File: src/rtl/alu_exec.sv
// rtl/alu_exec.sv - execute-stage ALU with valid/ready handshake, flush and iterative shifter
// Optional feature macro: ALU_EXEC_FAST_SHIFT_EN selects a single-cycle barrel shifter.
module alu_exec #(
    parameter int WIDTH = 16
) (
    input  logic             clk,
    input  logic             rst,
    input  logic             in_valid,
    output logic             in_ready,
    input  logic [WIDTH-1:0] A,
    input  logic [WIDTH-1:0] B,
    input  logic             invA,
    input  logic             invB,
    input  logic             cin,
    input  logic             sign,
    input  logic             passA,
    input  logic             passB,
    input  logic [2:0]       op_to_alu,
    input  logic             flush,
    output logic             out_valid,
    input  logic             out_ready,
    output logic [WIDTH-1:0] result,
    output logic             cout,
    output logic             ofl,
    output logic             zero
);

    localparam int SW = $clog2(WIDTH);

    typedef enum logic [1:0] {
        S_IDLE  = 2'd0,
        S_SHIFT = 2'd1,
        S_DONE  = 2'd2
    } state_t;

    state_t             r_state;
    state_t             w_next;
    logic [WIDTH-1:0]   r_result;
    logic               r_cout;
    logic               r_ofl;
    logic               r_zero;

    logic [WIDTH-1:0]   w_a;
    logic [WIDTH-1:0]   w_b;
    logic [SW-1:0]      w_amt;
    logic [WIDTH:0]     w_sum;
    logic               w_accept;
    logic               w_iter;
    logic [WIDTH-1:0]   w_res;
    logic               w_cout;
    logic               w_ofl;

    assign w_a      = invA ? ~A : A;
    assign w_b      = invB ? ~B : B;
    assign w_amt    = B[SW-1:0];
    assign w_sum    = {1'b0, w_a} + {1'b0, w_b} + {{WIDTH{1'b0}}, cin};
    assign w_accept = in_valid && (r_state == S_IDLE) && !flush;

`ifdef ALU_EXEC_FAST_SHIFT_EN
    localparam logic [SW:0] W_FULL = (SW+1)'(WIDTH);

    logic [WIDTH-1:0] w_shl;
    logic [WIDTH-1:0] w_shr;
    logic [WIDTH-1:0] w_shl_wrap;
    logic [WIDTH-1:0] w_shr_wrap;

    // The wrap-around term shifts by WIDTH for amount 0, which yields zero.
    assign w_shl      = w_a << w_amt;
    assign w_shr      = w_a >> w_amt;
    assign w_shl_wrap = w_a >> (W_FULL - {1'b0, w_amt});
    assign w_shr_wrap = w_a << (W_FULL - {1'b0, w_amt});
    assign w_iter     = 1'b0;
`else
    localparam logic [SW-1:0] CNT_ONE = SW'(1);

    logic [WIDTH-1:0] r_shreg;
    logic [SW-1:0]    r_cnt;
    logic [1:0]       r_sop;
    logic [WIDTH-1:0] w_step;

    assign w_iter = !passA && !passB && !op_to_alu[2] && (w_amt != '0);

    always_comb begin
        w_step = r_shreg;
        case (r_sop)
            2'b00:   w_step = {r_shreg[WIDTH-2:0], r_shreg[WIDTH-1]};
            2'b01:   w_step = {r_shreg[WIDTH-2:0], 1'b0};
            2'b10:   w_step = {r_shreg[0], r_shreg[WIDTH-1:1]};
            default: w_step = {1'b0, r_shreg[WIDTH-1:1]};
        endcase
    end
`endif

    always_comb begin
        w_res  = w_a;
        w_cout = 1'b0;
        w_ofl  = 1'b0;
        if (passB) begin
            w_res = B;
        end else if (passA) begin
            w_res = A;
        end else begin
            case (op_to_alu)
`ifdef ALU_EXEC_FAST_SHIFT_EN
                3'b000: w_res = w_shl | w_shl_wrap;
                3'b001: w_res = w_shl;
                3'b010: w_res = w_shr | w_shr_wrap;
                3'b011: w_res = w_shr;
`endif
                3'b100: begin
                    w_res  = w_sum[WIDTH-1:0];
                    w_cout = w_sum[WIDTH];
                    w_ofl  = sign ? ((w_a[WIDTH-1] == w_b[WIDTH-1]) &&
                                     (w_sum[WIDTH-1] != w_a[WIDTH-1]))
                                  : w_sum[WIDTH];
                end
                3'b101:  w_res = w_a | w_b;
                3'b110:  w_res = w_a ^ w_b;
                3'b111:  w_res = w_a & w_b;
                // Zero-amount shifts in the iterative build pass A' through.
                default: w_res = w_a;
            endcase
        end
    end

    always_ff @(posedge clk or posedge rst) begin
        if (rst) begin
            r_state <= S_IDLE;
        end else begin
            r_state <= w_next;
        end
    end

    always_comb begin
        w_next = r_state;
        case (r_state)
            S_IDLE: begin
                if (w_accept) begin
                    w_next = w_iter ? S_SHIFT : S_DONE;
                end
            end
`ifndef ALU_EXEC_FAST_SHIFT_EN
            S_SHIFT: begin
                if (r_cnt == CNT_ONE) begin
                    w_next = S_DONE;
                end
            end
`endif
            S_DONE: begin
                if (out_ready) begin
                    w_next = S_IDLE;
                end
            end
            default: w_next = S_IDLE;
        endcase
        if (flush) begin
            w_next = S_IDLE;
        end
    end

    always_comb begin
        in_ready  = (r_state == S_IDLE);
        out_valid = (r_state == S_DONE);
    end

    always_ff @(posedge clk or posedge rst) begin
        if (rst) begin
            r_result <= '0;
            r_cout   <= 1'b0;
            r_ofl    <= 1'b0;
            r_zero   <= 1'b1;
`ifndef ALU_EXEC_FAST_SHIFT_EN
            r_shreg  <= '0;
            r_cnt    <= '0;
            r_sop    <= 2'b00;
`endif
        end else if (flush) begin
`ifndef ALU_EXEC_FAST_SHIFT_EN
            r_cnt    <= '0;
`endif
        end else if (w_accept && !w_iter) begin
            r_result <= w_res;
            r_cout   <= w_cout;
            r_ofl    <= w_ofl;
            r_zero   <= (w_res == '0);
`ifndef ALU_EXEC_FAST_SHIFT_EN
        end else if (w_accept) begin
            r_shreg  <= w_a;
            r_cnt    <= w_amt;
            r_sop    <= op_to_alu[1:0];
        end else if (r_state == S_SHIFT) begin
            r_shreg  <= w_step;
            r_cnt    <= r_cnt - CNT_ONE;
            if (r_cnt == CNT_ONE) begin
                r_result <= w_step;
                r_cout   <= 1'b0;
                r_ofl    <= 1'b0;
                r_zero   <= (w_step == '0);
            end
`endif
        end
    end

    assign result = r_result;
    assign cout   = r_cout;
    assign ofl    = r_ofl;
    assign zero   = r_zero;

endmodule

File: config.mk
export PLATFORM = sky130hd
export DESIGN_NAME = alu_exec
export DESIGN_NICKNAME = d
export VERILOG_FILES = /design/src/rtl/alu_exec.sv
export SDC_FILE = /design/constraint.sdc
export NUM_CORES = 1
export LEC_CHECK = 0
export ABC_AREA = 1
export CORE_MARGIN = 2
export CORE_UTILIZATION = 30
export DETAILED_ROUTE_END_ITERATION = 12
export SYNTH_ARGS = -nofsm -noshare
export SYNTH_HDL_FRONTEND = slang
export SYNTH_SLANG_ARGS = --single-unit
File: constraint.sdc
create_clock -name clk -period 3.8 [get_ports clk]
set_input_delay 1.14 -clock clk [delete_from_list [all_inputs] [get_ports clk]]
set_output_delay 1.14 -clock clk [all_outputs]
set_load 0.02 [all_outputs]
After elaboration in Yosys (flattened, before gate mapping)
Cells that the tools add are included.
- eq/ne operators: 16
- multiply operators: 0
- shift operators: 0
- magnitude comparators: 0
- bitwise operators: 7
- add/sub/neg operators: 3
- multiplexer cells: 38
- divide/modulo/power cells: 0
- reduce and logical (&&, ||, !) cells: 26
- operators by type and width (cell ; count):
    16-bit two-way mux ; 10
    16-bit one-hot mux with 4 select lines ; 1
    16-bit one-hot mux with 3 select lines ; 1
    16-bit zero test ; 2
    16-bit inverter ; 2
    16-bit by 16-bit adder with 17-bit output ; 1
    17-bit by 1-bit adder with 17-bit output ; 1
    16-bit bitwise AND ; 1
    1-bit two-way mux ; 16
    4-bit two-way mux ; 4
    16-bit bitwise OR ; 1
    16-bit bitwise XOR ; 1
    3-bit == test, second input constant ; 4
    2-bit two-way mux ; 5
    3-bit AND reduction ; 3
    1-bit logical AND ; 7
    2-bit one-hot mux with 3 select lines ; 1
    2-bit nonzero test ; 3
    1-bit zero test ; 5
    2-bit by 1-bit == test with 1-bit output, second input constant ; 2
    2-bit == test, second input constant ; 2
    4-bit by 1-bit == test with 1-bit output, second input constant ; 1
    2-bit zero test ; 2
    4-bit AND reduction ; 1
    other kinds (12) ; 13
- register bits after elaboration: 43
- input bits: 46
- memories: 0
- output and inout port bits: 21
- word-level logic and storage cells: 98
- bits in writable memories: 0
- ROM bits: 0
- bits in latches: 0

Longest topological paths before layout
Gate-level depths: netlist of run 1.
- depth in word-level cells: 11
- depth in mapped cells: 21
- mapped depth without buffers: 20

Worst setup path after synthesis of run 1
Ideal clock, no wire load.
- path type: in2reg
- start point: input port invB
- end point: register r_zero (netlist: zero)
- arrival: 3453 ps
- required time: 3732 ps
- path slack: 279 ps
- stages on the path: 20
- path buffers: 2
- setup time: 68 ps
- cells stage by stage: buf_6 clkbuf_1 xnor2_1 fa_1 inv_1 ha_1 inv_1 nand2_4 nand2_2 nand2_2 nand2_1 nand3_1 nand2_1 nand2_1 nand2_1 nor2_1 nand2_1 nor3_2 nand3_1 a21oi_2
- longest elaborated chain between the ends: 8
- elaborated cells on any way between the ends: 11
- those cells by class: add/sub: 2; mux: 5; bitwise: 3; reduce/logical: 1
- ends and longest elaborated chain (what ; line ; RTL):
    start: declaration ; 13 ; input logic invB,
    16-bit two-way mux * ; 54 ; assign w_b = invB ? ~B : B;
    16-bit by 16-bit adder with 17-bit output ; 56 ; assign w_sum = {1'b0, w_a} + {1'b0, w_b} + {{WIDTH{1'b0}}, cin};
    17-bit by 1-bit adder with 17-bit output ; 56 ;
    16-bit one-hot mux with 4 select lines * ; 103 ; case (op_to_alu)
    16-bit two-way mux * ; 100 ; end else if (passA) begin
    16-bit two-way mux * ; 98 ; if (passB) begin
    16-bit zero test * ; 185 ; r_zero <= (w_res == '0);
    1-bit two-way mux * ; 181 ; end else if (w_accept && !w_iter) begin
    end signal: assignment ; 185 ;
    end signal: assignment ; 198 ; r_zero <= (w_step == '0);
    end: declaration ; 41 ; logic r_zero;
Every way passes the cells marked *; elsewhere a longest branch is shown, timed or not.
A chain may end at the register's enable or synchronous reset.

Worst setup path in the final report of run 1
- start point: input port A[10]
- end point: register r_zero (netlist: zero)
- longest elaborated chain between the ends: 9
- elaborated cells on any way between the ends: 12
- those cells by class: add/sub: 2; mux: 5; bitwise: 4; reduce/logical: 1
- ends and longest elaborated chain (what ; line ; RTL):
    start: declaration ; 10 ; input logic [WIDTH-1:0] A,
    16-bit inverter ; 53 ; assign w_a = invA ? ~A : A;
    16-bit two-way mux ; 53 ;
    16-bit by 16-bit adder with 17-bit output ; 56 ;
    17-bit by 1-bit adder with 17-bit output ; 56 ;
    16-bit one-hot mux with 4 select lines ; 103 ;
    16-bit two-way mux * ; 100 ;
    16-bit two-way mux * ; 98 ;
    16-bit zero test * ; 185 ;
    1-bit two-way mux * ; 181 ;
Marks and branches as above.

==> results of run 1 <==
cell usage after synthesis:
cell                         n  area [um2]
sky130_fd_sc_hd__o221ai_1    2        17.5
sky130_fd_sc_hd__nor2_4      3        33.8
sky130_fd_sc_hd__nor3_1      6        30.0
sky130_fd_sc_hd__nor4_1      5        31.3
sky130_fd_sc_hd__o21ai_1     5        25.0
sky130_fd_sc_hd__buf_1       2        7.51
sky130_fd_sc_hd__nand2_2    11        68.8
sky130_fd_sc_hd__xor2_1      3        26.3
sky130_fd_sc_hd__nand3_2     3        30.0
sky130_fd_sc_hd__a22oi_1     9        67.6
sky130_fd_sc_hd__buf_2       7        35.0
sky130_fd_sc_hd__buf_6       3        33.8
sky130_fd_sc_hd__xnor2_1    25         219
sky130_fd_sc_hd__nor2_2      2        12.5
sky130_fd_sc_hd__dfrtp_1    42        1050
sky130_fd_sc_hd__ha_1       34         425
sky130_fd_sc_hd__xnor2_2     4        65.1
sky130_fd_sc_hd__clkbuf_1   13        48.8
sky130_fd_sc_hd__nand3_1    43         215
sky130_fd_sc_hd__o22ai_1    14        87.6
sky130_fd_sc_hd__a21oi_1    45         225
sky130_fd_sc_hd__nand4_1     4        25.0
sky130_fd_sc_hd__nor3_2      1        10.0
sky130_fd_sc_hd__dfstp_2     1        26.3
sky130_fd_sc_hd__o21ai_0    79         395
sky130_fd_sc_hd__o21bai_1    4        30.0
sky130_fd_sc_hd__a21oi_2     3        26.3
sky130_fd_sc_hd__nand2_4     2        22.5
sky130_fd_sc_hd__o211ai_1   16         120
sky130_fd_sc_hd__a211oi_1    8        60.1
sky130_fd_sc_hd__a31oi_1     3        18.8
sky130_fd_sc_hd__nor2_1     43         161
sky130_fd_sc_hd__a22o_1      1        8.76
sky130_fd_sc_hd__inv_1     124         465
sky130_fd_sc_hd__fa_1        1        20.0
sky130_fd_sc_hd__clkbuf_2    2        10.0
sky130_fd_sc_hd__o21ai_2     1        8.76
sky130_fd_sc_hd__nand2_1   167         627
sky130_fd_sc_hd__inv_2       3        11.3
sky130_fd_sc_hd__buf_4       3        22.5
cells by family (layout without fill, tap and decap cells):
family	after synthesis	after routing	synth area share, %
adder cells (fa/ha/maj)	35	35	9.23
flip-flops	43	43	22.3
XOR/XNOR	32	32	6.43
AND/OR/NAND/NOR	290	290	26.3
buffers and inverters	157	322	13.1
AO/OA/AOI/OAI	190	190	22.6
registers in the layout (all words and copies together) (netlist names):
signal / count
cout: 1
ofl: 1
r_cnt: 4
r_shreg: 16
r_sop: 2
r_state: 2
result: 16
zero: 1
through the flow:
stage | total power [mW] | setup slack [ns] | hold WS (ns) | TNS [ns] | area [um2]
floorplan | 1.68 | 0.279 | 0.453 | 0 | 4830
global route | 3.09 | 0.0346 | 0.508 | 0 | 6850
CTS | 2.83 | 0.0566 | 0.488 | 0 | 6630
detailed placement | 2.38 | -0.325 | 0.468 | -2.27 | 6480
global placement | 2.38 | -0.331 | 0.469 | -1.79 | 6480
finish | 2.86 | 0.230 | 0.482 | 0 | 6850
what timing repair did:
item,4_1_cts,5_1_grt
pin swaps,0,6
buffers inserted,0,9
hold endpoints to repair,0,0
resized for setup,2,27
cloned,0,1
endpoints found under the setup margin,1,12
worst max-delay path, stage by stage:
cell and delay, ns:
sky130_fd_sc_hd__clkdlybuf4s50_1 0.57, sky130_fd_sc_hd__xnor2_2 0.14, sky130_fd_sc_hd__inv_1 0.08, sky130_fd_sc_hd__ha_1 0.35, sky130_fd_sc_hd__a21oi_1 0.21, sky130_fd_sc_hd__o21ai_0 0.14, sky130_fd_sc_hd__buf_4 0.17, sky130_fd_sc_hd__a21oi_1 0.16
sky130_fd_sc_hd__nand3_1 0.10, sky130_fd_sc_hd__nand3_1 0.09, sky130_fd_sc_hd__nand2_1 0.09, sky130_fd_sc_hd__a21oi_2 0.17, sky130_fd_sc_hd__nand3_1 0.10, sky130_fd_sc_hd__nor2_1 0.10, sky130_fd_sc_hd__nand3_1 0.09, sky130_fd_sc_hd__a21oi_2 0.12
cell usage in the layout (no fill, tap or decap), types with 2 or more instances in the layout:
cell type / synthesis / layout
sky130_fd_sc_hd__nand2_1: 167 / 165
sky130_fd_sc_hd__inv_1: 124 / 123
sky130_fd_sc_hd__buf_4: 3 / 115
sky130_fd_sc_hd__o21ai_0: 79 / 77
sky130_fd_sc_hd__clkdlybuf4s50_1: 0 / 63
sky130_fd_sc_hd__nand3_1: 43 / 43
sky130_fd_sc_hd__nor2_1: 43 / 42
sky130_fd_sc_hd__dfrtp_1: 42 / 42
sky130_fd_sc_hd__a21oi_1: 45 / 39
sky130_fd_sc_hd__ha_1: 34 / 33
sky130_fd_sc_hd__xnor2_1: 25 / 19
sky130_fd_sc_hd__o211ai_1: 16 / 16
sky130_fd_sc_hd__o22ai_1: 14 / 14
sky130_fd_sc_hd__nand2_2: 11 / 13
sky130_fd_sc_hd__a21oi_2: 3 / 9
sky130_fd_sc_hd__a22oi_1: 9 / 9
sky130_fd_sc_hd__xnor2_2: 4 / 9
sky130_fd_sc_hd__a211oi_1: 8 / 8
sky130_fd_sc_hd__o21ai_1: 5 / 7
sky130_fd_sc_hd__clkbuf_16: 0 / 6
sky130_fd_sc_hd__nor3_1: 6 / 5
sky130_fd_sc_hd__nor4_1: 5 / 5
sky130_fd_sc_hd__buf_12: 0 / 5
sky130_fd_sc_hd__nor2_4: 3 / 4
sky130_fd_sc_hd__o21bai_1: 4 / 4
sky130_fd_sc_hd__nand4_1: 4 / 4
sky130_fd_sc_hd__inv_2: 3 / 3
sky130_fd_sc_hd__nand3_2: 3 / 3
sky130_fd_sc_hd__a31oi_1: 3 / 3
sky130_fd_sc_hd__dlymetal6s2s_1: 0 / 3
sky130_fd_sc_hd__nor2_2: 2 / 2
sky130_fd_sc_hd__o221ai_1: 2 / 2
sky130_fd_sc_hd__nand2_4: 2 / 2
sky130_fd_sc_hd__nor3_2: 1 / 2
sky130_fd_sc_hd__xor2_2: 0 / 2
sky130_fd_sc_hd__clkinvlp_4: 0 / 2
worst paths after layout:
path / end / slack [ns] / cells past startpoint
worst max register to register: zero / 1.46 / 11
worst max-delay path: zero / 0.23 / 16
max in group asynchronous: zero / 1.91 / 3
worst min-delay path: result[14] / 0.48 / 2
worst min register to register: result[14] / 0.48 / 2
min in group asynchronous: r_shreg[12] / 1.14 / 2
cell type report:
type                            instances  area (um2)
Fill cell                            1638        8970
Multi-Input combinational cell        547        3230
Timing Repair Buffer                  187        1660
Sequential cell                        43        1080
Inverter                              127         477
Tap cell                              216         270
Clock buffer                            5         125
Clock inverter                          3        20.0
metal layers:
metal  part of all wire [%]  global-route usage, %  up-vias
met4                    2.6                   5.82        0
li1                       -                      -     2777
met1                     47                   27.7     2486
met3                    3.5                   1.34       24
met5                      0                      0        -
met2                     47                   33.4      121
where the power goes:
group,switching (mW),total (mW),internal (mW)
logic,0.917,1.66,0.739
registers,0.130,0.769,0.639
clock network,0.190,0.432,0.242
total,1.24,2.86,1.62
==> results.txt, run 1 <==
- Die Outline Area: 17100 um2
* Fraction of final layout cells sized beyond drive strength 1: 20.0%
- Count of routing violations after the opening detailed-route iteration: 461
- The congestion estimate from routability-driven global placement came to 0.901.
- Crit share post-route: 93.9%
- The first detailed-routing pass took 6 iterations.
- After detailed routing, the number of remaining DRC violations is 0.
* Startpoint of the most critical hold path: result[14]
* Cell Pwr Density: 417 nW/um2
- Worst-path clk slew: 0.07 ns
- The H-tree generated during clock tree synthesis spans 2 levels.
- Average via count per standard cell: 4.79
- After the flow finishes, the layout carries non-filler instances totaling 1128.
* Count of vias placed by the detailed router: 5408
- CTS tree: done
* Number of hold-slack violations in the final timing report: 0
- Placement Rows: 46
- Nets@finish: 992
- Origin of the worst setup path: A[10]
* Total standard cell area after synthesis: 4830 um2
- Worst vdd rail ir drop: 0.000197 V
- Sequential element share of the synthesized area: 22.3%
- Highest clock frequency the design can meet: 0.280 GHz
* Count of hold-fix buffers inserted at cts: 0
* Cell leakage power: 3.40 nW
* Total grt overflow: 0
- Max cap viols: 0
- Averaged over all synthesized cells, the footprint is 6.46 um2.
- Req. time, crit path: 4.03 ns
- Total number of clock tree sinks: 43
* FF-to-FF Start: r_state[1]
* Count of different cell masters after synthesis: 40
- Data on the critical path arrives at its endpoint at 3.80 ns.
- Setup crit start kind: input pin
* Global-route wire length before repair: 26900 um
* Skew-Pair Late Insertion Delay: 0.29 ns
- After floorplanning, the core was sized to cover 15800 um2.
- Top fanout value on the critical path: 3
* Total count of max-transition violations in the final report: 0
- In this run the horizontal extent of the chip is 131 um.
- The flow ran to the end, and the final reports show no timing, DRC or antenna violations.
- During placement, the flow inserted port buffers numbering 66.
- Synthesis handed over a netlist of 747 instances.
* Starting density of the core: 30.5%
- Summed over all layers, the routed wires come to 16500 um.
- The number of antenna violations at the first check in global routing was 0.
* Tightest Hold Check Type: flip-flop to flip-flop
* Finished Core Util: 43.3%
* Final worst clock skew: 0.00714 ns
- Largest net degree at the start of global routing: 34
* GRT Util Overall: 19.9%
- Setup violations remaining at the end of the flow were counted as 0.
* Crit path time final: 3.57 ns
- The die is 131 um tall.
- Relative to the synthesized area, the layout overhead comes to 42.0%.
- At the pin with the least slew margin, the transition time is 0.876 ns.
- For this design the top-level I/O count stands at 67.
* Number of global-route vias before repair: 5244
* Diodes inserted: 0
- Number of warnings printed during yosys synthesis: 0
- The synthesized design contains 43 register bits.
- Number of nets with antenna violations after detailed routing: 0
- Root Buffer Master: sky130_fd_sc_hd__clkbuf_16
- Num CTS Buffers: 5
* Nature of the critical path endpoint: flip-flop
- Unrepaired setup endpoints after global routing: no
- The HPWL after detailed placement is 13300 um.
- Max Buffers Root-to-Sink: 2
* Wire length per cell after detailed routing: 14.7 um
* Synthesized Nets: 828
- The number of placed instances, taps included, is 1110.
- The critical path in this run is classified as input pin to flip-flop.
- Headroom to the max-slew limit came out at 41.6%.
Power figures use the tool's default switching activity.
==> inputs of run 2 (changes only) <==
--- a/config.mk
+++ b/config.mk
@@ -9,6 +9,7 @@
 export CORE_MARGIN = 2
 export CORE_UTILIZATION = 30
 export DETAILED_ROUTE_END_ITERATION = 12
+export PLACE_DENSITY_LB_ADDON = 0.1
 export SYNTH_ARGS = -nofsm -noshare
 export SYNTH_HDL_FRONTEND = slang
 export SYNTH_SLANG_ARGS = --single-unit
==> run 2 against run 1 <==
  * Flip-flop and latch count unchanged
  * Global-route usage increased by 1.5 points
  * Power decreased by 0.65%
  * Setup slack improved by 0.041 ns
  * Die area unchanged
  * Clock skew decreased by 0.0016 ns
  * Register-to-register slack got worse by 0.06 ns
  * First-iteration DRC count decreased by 5.2%
  * Critical path depth unchanged
  * Critical endpoint unchanged
==> results.txt, run 2 (synthesis results as in run 1) <==
- # fillers: 1682 (was 1638)
* Largest net degree at the start of global routing: 35 (was 34)
- Setup violators final: 0 (unchanged)
- The floorplan die height was 131 um (unchanged).
- Post-Layout Inst Area: 6760 um2 (was 6850 um2)
- Setup crit start kind: input pin (unchanged)
- Final estimated routing congestion in global placement: 0.918 (was 0.901)
- The effective utilization at floorplan came to 30.5% (unchanged).
- Total number of clock tree sinks: 43 (unchanged)
- The standard cell core area is 15800 um2 (unchanged).
* Worst relative slew slack: 41.5% (was 41.6%)
* Global routing met1 resource utilization: 31.0% (was 27.7%)
* GR met3 Demand/Resource: 1.63% (was 1.34%)
* Met2 global-route usage: 34.6% (was 33.4%)
- Syn-to-layout area delta: 40.1% (was 42.0%)
* Number of antenna violations at the first check in global routing: 0 (unchanged)
- Most Crowded Layer GR: met2 (unchanged)
- The root buffer cell is sky130_fd_sc_hd__clkbuf_16 (unchanged).
- The classification of the worst setup path was input pin to flip-flop (unchanged).
* Average via count per standard cell: 4.84 (was 4.79)
- Max cap viols: 0 (unchanged)
* Worst vdd rail ir drop: 0.000209 V (was 0.000197 V)
* Run status: finished, final reports clean (unchanged)
* Buffers on Ports: 66 (unchanged)
- Nature of the critical path endpoint: flip-flop (unchanged)
- Num CTS Buffers: 5 (unchanged)
- Count of routing violations after the opening detailed-route iteration: 437 (was 461)
- Unrepaired setup endpoints after global routing: no (unchanged)
- Crit share post-route: 92.9% (was 93.9%)
* Arr. time, crit path: 3.75 ns (was 3.80 ns)
* Crit path time final: 3.53 ns (was 3.57 ns)
* Number of hold-slack violations in the final timing report: 0 (unchanged)
* Cell Pwr Density: 420 nW/um2 (was 417 nW/um2)
* Tightest Hold Check Type: flip-flop to flip-flop (unchanged)
- CTS tree: done (unchanged)
- The number of nets in the layout came to 982 (was 992).
* Skew-Pair Late Insertion Delay: 0.29 ns (about the same)
- The max-slew violation count was 0 (unchanged).
* Worst-path clk slew: 0.06 ns (was 0.07 ns)
* Count of placed standard cells including taps: 1104 (was 1110)
- Post-route non-filler standard cell count: 1118 (was 1128)
- Fraction of final layout cells sized beyond drive strength 1: 19.0% (was 20.0%)
- The maximum net fanout on the critical path came to 4 (was 3).
* Post-Route WL: 18000 um (was 16500 um)
- Diodes inserted: 0 (unchanged)
- The via count of the first global-routing pass came to 5215 (was 5244).
* Highest clock frequency the design can meet: 0.283 GHz (was 0.280 GHz)
* Count of vias placed by the detailed router: 5410 (was 5408)
- The clock skew was 0.00556 ns (was 0.00714 ns).
* Worst-margin pin slew: 0.877 ns (was 0.876 ns)
- The remaining global-route overflow was 0 (unchanged).
- Commonest non-fill, non-tap cell in the layout: sky130_fd_sc_hd__nand2_1 (unchanged)
- Global-route wire length before repair: 28200 um (was 26900 um)
- Req. time, crit path: 4.02 ns (was 4.03 ns)
* Number of H-tree levels: 2 (unchanged)
- The placement-stage cell area came to 6410 um2 (was 6480 um2).
- Pre-Repair DR Iteration Count: 5 (was 6)
* I/O pin total: 67 (unchanged)
- Post-DP HPWL: 14100 um (was 13300 um)
- Number of nets with antenna violations after detailed routing: 0 (unchanged)
* Placement Rows: 46 (unchanged)
- DRC errors left: 0 (unchanged)
- The leakage component of the power was 3.36 nW (was 3.40 nW).
- The chip width was 131 um (unchanged).
- GRT Util Overall: 21.4% (was 19.9%)
- The mean routed wirelength per cell was 16.1 um (was 14.7 um).
* Leading cell types in the layout, fill and taps excluded: sky130_fd_sc_hd__nand2_1 (167), sky130_fd_sc_hd__inv_1 (123), sky130_fd_sc_hd__buf_4 (107) (was sky130_fd_sc_hd__nand2_1 (165), sky130_fd_sc_hd__inv_1 (123), sky130_fd_sc_hd__buf_4 (115))
- Max Buffers Root-to-Sink: 2 (unchanged)
- Die Outline Area: 17100 um2 (unchanged)
-- run 2: path summary, 6_finish.rpt --
| kind | end | slack, ns | depth (start not counted) | from |
|---|---|---|---|---|
| worst min-delay path | cout | 0.48 | 2 | cout |
| worst max register to register | zero | 1.40 | 11 | r_state[1] |
| worst max-delay path | zero | 0.27 | 16 | A[9] |
| worst min register to register | cout | 0.48 | 2 | cout |
| max in group asynchronous | r_shreg[0] | 2.02 | 3 | rst |
| min in group asynchronous | result[11] | 1.18 | 2 | rst |
-- run 2: per-stage QoR --
| step | setup TNS [ns] | power, mW | utilization [%] | setup WS (ns) | hold WS, ns |
|---|---|---|---|---|---|
| floorplan | 0 | 1.68 | - | 0.279 | 0.453 |
| global placement | -3.11 | 2.38 | 40.5 | -0.446 | 0.468 |
| detailed placement | -3.51 | 2.38 | 40.5 | -0.395 | 0.473 |
| CTS | 0 | 2.82 | 41.7 | 0.00656 | 0.490 |
| global route | 0 | 3.09 | 42.7 | 0.00663 | 0.520 |
| finish | 0 | 2.84 | 42.7 | 0.271 | 0.483 |
-- run 2: repair_timing --
item	CTS	global route
hold buffers	0	0
pin swaps	0	2
resized for setup	5	21
setup endpoints to repair	3	13
cloned	0	2
setup buffers	2	2
-- run 2: cell type report --
type | count | area, um2 | share of cell area (%)
clock buffers | 5 | 125 | 1.85
flip-flops and latches | 43 | 1080 | 15.9
well taps | 216 | 270 | 4.00
inverters | 127 | 477 | 7.05
clock inverters | 3 | 15.0 | 0.222
repair buffers | 177 | 1560 | 23.1
multi-input cells | 547 | 3230 | 47.8
-- run 2: critical path, stage by stage --
cell and delay (ns):
sky130_fd_sc_hd__clkdlybuf4s50_1 0.45, sky130_fd_sc_hd__xnor2_1 0.23, sky130_fd_sc_hd__inv_1 0.17, sky130_fd_sc_hd__ha_1 0.37, sky130_fd_sc_hd__nand2_1 0.14, sky130_fd_sc_hd__nor2_1 0.19, sky130_fd_sc_hd__nand3_1 0.12, sky130_fd_sc_hd__nand2_1 0.08
sky130_fd_sc_hd__nand2_1 0.04, sky130_fd_sc_hd__nand3_1 0.06, sky130_fd_sc_hd__nand2_1 0.14, sky130_fd_sc_hd__a21oi_2 0.19, sky130_fd_sc_hd__nand3_1 0.09, sky130_fd_sc_hd__nor2_1 0.11, sky130_fd_sc_hd__nand3_1 0.10, sky130_fd_sc_hd__a21oi_2 0.12
-- run 2: power breakdown --
part | leakage (nW) | switching (mW) | total [mW] | internal [mW]
logic | 2.74 | 0.935 | 1.65 | 0.716
clock network | 0.0733 | 0.179 | 0.419 | 0.240
registers | 0.543 | 0.128 | 0.768 | 0.640
-- run 2: metal layers --
metal | up-vias | routed length [um] | share of wire, %
li1 | 2748 | - | -
met1 | 2526 | 8770 | 49
met2 | 109 | 8400 | 47
met3 | 27 | 461 | 2.6
met4 | 0 | 393 | 2.2
met5 | - | 0 | 0
==> inputs of run 3 (changes only) <==
--- a/config.mk
+++ b/config.mk
@@ -10,6 +10,7 @@
 export CORE_UTILIZATION = 30
 export DETAILED_ROUTE_END_ITERATION = 12
 export PLACE_DENSITY_LB_ADDON = 0.1
+export RECOVER_POWER = 50
 export SYNTH_ARGS = -nofsm -noshare
 export SYNTH_HDL_FRONTEND = slang
 export SYNTH_SLANG_ARGS = --single-unit
==> run 3 against run 2 <==
  * Largest power group unchanged
  * Largest cell class unchanged
  * Utilization decreased by 0.063 points
  * Clock power is essentially flat
  * Worst hold slack worse by 0.0055 ns
  * Die area unchanged
  * Combinational power hardly changed
  * Highest routed layer unchanged
  * Sequential power is essentially flat
  * Clock-buffer cell count unchanged
  * Critical path depth unchanged
  * Register-to-register slack got worse by 0.02 ns
  * Non-clock buffer count is the same
==> results.txt, run 3 (synthesis results as in run 1) <==
* Run status: finished, final reports clean (unchanged)
* DRC errors left: 0 (unchanged)
- Sequential group share of total power: 27.2% (was 27.1%)
* Cell-internal power: 1.58 mW (was 1.60 mW)
- Worst relative slew slack: 40.7% (was 41.5%)
* Post-DP HPWL: 14100 um (unchanged)
* Final setup margin: 0.268 ns (was 0.271 ns)
- The setup total negative slack came to 0 ns (unchanged).
- The clock skew came to 0.00574 ns (was 0.00556 ns).
* Num CTS Buffers: 5 (unchanged)
- Commonest non-fill, non-tap cell in the layout: sky130_fd_sc_hd__nand2_1 (unchanged)
- Number of nets with antenna violations after detailed routing: 0 (unchanged)
* Buffers on Ports: 66 (unchanged)
- Most Crowded Layer GR: met2 (unchanged)
- Worst vdd rail ir drop: 0.000203 V (was 0.000209 V)
* Fraction of final layout cells sized beyond drive strength 1: 18.6% (was 19.0%)
* Count of vias placed by the detailed router: 5411 (was 5410)
* Number of global-route vias before repair: 5215 (unchanged)
- The area taken by flip-flops and latches is 1080 um2 (unchanged).
* # fillers: 1682 (unchanged)
- The number of clock sinks came to 43 (unchanged).
- The combinational share of power is 57.9% (was 58.2%).
- The endpoint type of the worst setup path is a flip-flop (unchanged).
- Global routing met1 resource utilization: 31.0% (unchanged)
- Worst-path clk slew: 0.06 ns (about the same)
- The chip width came to 131 um (unchanged).
* Number of antenna violations at the first check in global routing: 0 (unchanged)
* Setup violators final: 0 (unchanged)
- Tightest Hold Check Type: flip-flop to flip-flop (unchanged)
- The row count was 46 (unchanged).
* Highest clock frequency the design can meet: 0.283 GHz (about the same)
- Total power: 2.82 mW (was 2.84 mW)
- The startpoint kind of the worst setup timing path is an input pin (unchanged).
* Worst-margin pin slew: 0.889 ns (was 0.877 ns)
- Final estimated routing congestion in global placement: 0.918 (unchanged)
- Nets@finish: 982 (unchanged)
- Global-route wire length before repair: 28200 um (unchanged)
- The I/O pin count was 67 (unchanged).
- Unrepaired setup endpoints after global routing: no (unchanged)
* Req. time, crit path: 4.03 ns (was 4.02 ns)
* Number of hold-slack violations in the final timing report: 0 (unchanged)
* Max cap viols: 0 (unchanged)
* Wire length per cell after detailed routing: 16.1 um (about the same)
* CTS tree: done (unchanged)
* Clock network fraction of design power: 14.9% (was 14.8%)
* Critical Setup Path Class: input pin to flip-flop (unchanged)
* Leading cell types in the layout, fill and taps excluded: sky130_fd_sc_hd__nand2_1 (167), sky130_fd_sc_hd__inv_1 (123), sky130_fd_sc_hd__buf_4 (105) (was sky130_fd_sc_hd__nand2_1 (167), sky130_fd_sc_hd__inv_1 (123), sky130_fd_sc_hd__buf_4 (107))
- Cell Pwr Density: 418 nW/um2 (was 420 nW/um2)
- The clock insertion delay at the later pin of the skew report is 0.29 ns (about the same).
- Number of H-tree levels: 2 (unchanged)
* Count of routing violations after the opening detailed-route iteration: 414 (was 437)
- The via density per instance came to 4.84 (about the same).
* Post-Route WL: 18000 um (about the same)
* Cell leakage power: 3.37 nW (was 3.36 nW)
* GR met3 Demand/Resource: 1.63% (unchanged)
* Worst-case hold slack: 0.477 ns (was 0.483 ns)
* Total count of max-transition violations in the final report: 0 (unchanged)
- Top fanout value on the critical path: 4 (unchanged)
* Switching power as a share of total power: 44.0% (was 43.8%)
- Diodes inserted: 0 (unchanged)
- The met2 usage in global routing was 34.6% (unchanged).
- Worst slack at placement: -0.395 ns (unchanged)
- The post-route minimum period is 3.53 ns (about the same).
- The pin count of the biggest net entering global routing was 35 (unchanged).
* Max Buffers Root-to-Sink: 2 (unchanged)
- Footprint of the multi-input gates: 3230 um2 (about the same)
- GRT Util Overall: 21.4% (unchanged)
* Total grt overflow: 0 (unchanged)
* Arr. time, crit path: 3.76 ns (was 3.75 ns)
* Root Buffer Master: sky130_fd_sc_hd__clkbuf_16 (unchanged)
* Crit share post-route: 93.0% (was 92.9%)
- Die Outline Area: 17100 um2 (unchanged)
- The net load switching power came to 1.24 mW (about the same).
* Starting density of the core: 30.5% (unchanged)
- Count of hold-fix buffers inserted at cts: 0 (unchanged)
- Floorplan core area: 15800 um2 (unchanged)
- The area growth from synthesis to layout is 39.9% (was 40.1%).
* Pre-Repair DR Iteration Count: 5 (unchanged)
- The floorplan die height is 131 um (unchanged).
[run 3: cell types whose count changed in the layout (fill, tap and decap cells not counted), sizes merged]
cell / change
dlygate4sd3: +9
clkbuf: +2
buf: -2
clkdlybuf4s50: -9
[run 3: critical path, stage by stage]
cell	delay (ns)
sky130_fd_sc_hd__clkdlybuf4s50_1	0.45
sky130_fd_sc_hd__xnor2_1	0.23
sky130_fd_sc_hd__inv_1	0.17
sky130_fd_sc_hd__ha_1	0.37
sky130_fd_sc_hd__nand2_1	0.14
sky130_fd_sc_hd__nor2_1	0.19
sky130_fd_sc_hd__nand3_1	0.12
sky130_fd_sc_hd__nand2_1	0.08
sky130_fd_sc_hd__nand2_1	0.04
sky130_fd_sc_hd__nand3_1	0.06
sky130_fd_sc_hd__nand2_1	0.14
sky130_fd_sc_hd__a21oi_2	0.19
sky130_fd_sc_hd__nand3_1	0.09
sky130_fd_sc_hd__nor2_1	0.11
sky130_fd_sc_hd__nand3_1	0.10
sky130_fd_sc_hd__a21oi_2	0.12
[run 3: layout make-up]
class                      instances  share of cell area, %
clock buffer                       5                   1.85
timing repair buffer             177                   23.0
multi-input combinational        547                   47.9
sequential                        43                   16.0
clock inverter                     3                  0.222
inverter                         127                   7.06
tap                              216                   4.00
[run 3: what timing repair did]
| item | in CTS | in global routing |
|---|---|---|
| setup buffers | 2 | 2 |
| gates cloned | 0 | 2 |
| setup endpoints to repair | 3 | 13 |
| resized for setup | 5 | 21 |
| pin swaps | 0 | 2 |
[run 3: final timing paths]
path | start | endpoint | slack [ns] | depth (start not counted)
max in group asynchronous | rst | r_shreg[0] | 1.37 | 3
setup reg to reg | r_state[1] | zero | 1.38 | 11
setup / recovery | A[9] | zero | 0.27 | 16
hold / removal | cout | cout | 0.48 | 2
min in group asynchronous | rst | r_shreg[8] | 1.31 | 2
hold reg to reg | cout | cout | 0.48 | 2
[run 3: metrics by stage]
| stage | cells | utilization [%] | area (um2) |
|---|---|---|---|
| 6_report | 1118 | 42.6 | 6750 |
| 5_1_grt | 1118 | 42.6 | 6750 |
| 2_1_floorplan | 747 | - | 4830 |
| 3_5_place_dp | 1104 | 40.5 | 6410 |
| 3_3_place_gp | 1104 | 40.5 | 6410 |
| 4_1_cts | 1114 | 41.7 | 6600 |
[run 3: power by group through the flow]
stage               Sequential (mW)  Combinational (mW)  Clock [mW]
floorplan                     0.832               0.844           0
global placement              0.777                1.60           0
detailed placement            0.775                1.60           0
CTS                           0.770                1.62       0.433
global route                  0.795                1.82       0.453
finish                        0.767                1.64       0.421
[run 3: routing by layer]
metal,vias up,share of wire [%]
li1,2751,-
met5,-,0
met3,27,2.7
met2,106,47
met1,2527,49
met4,0,2.2
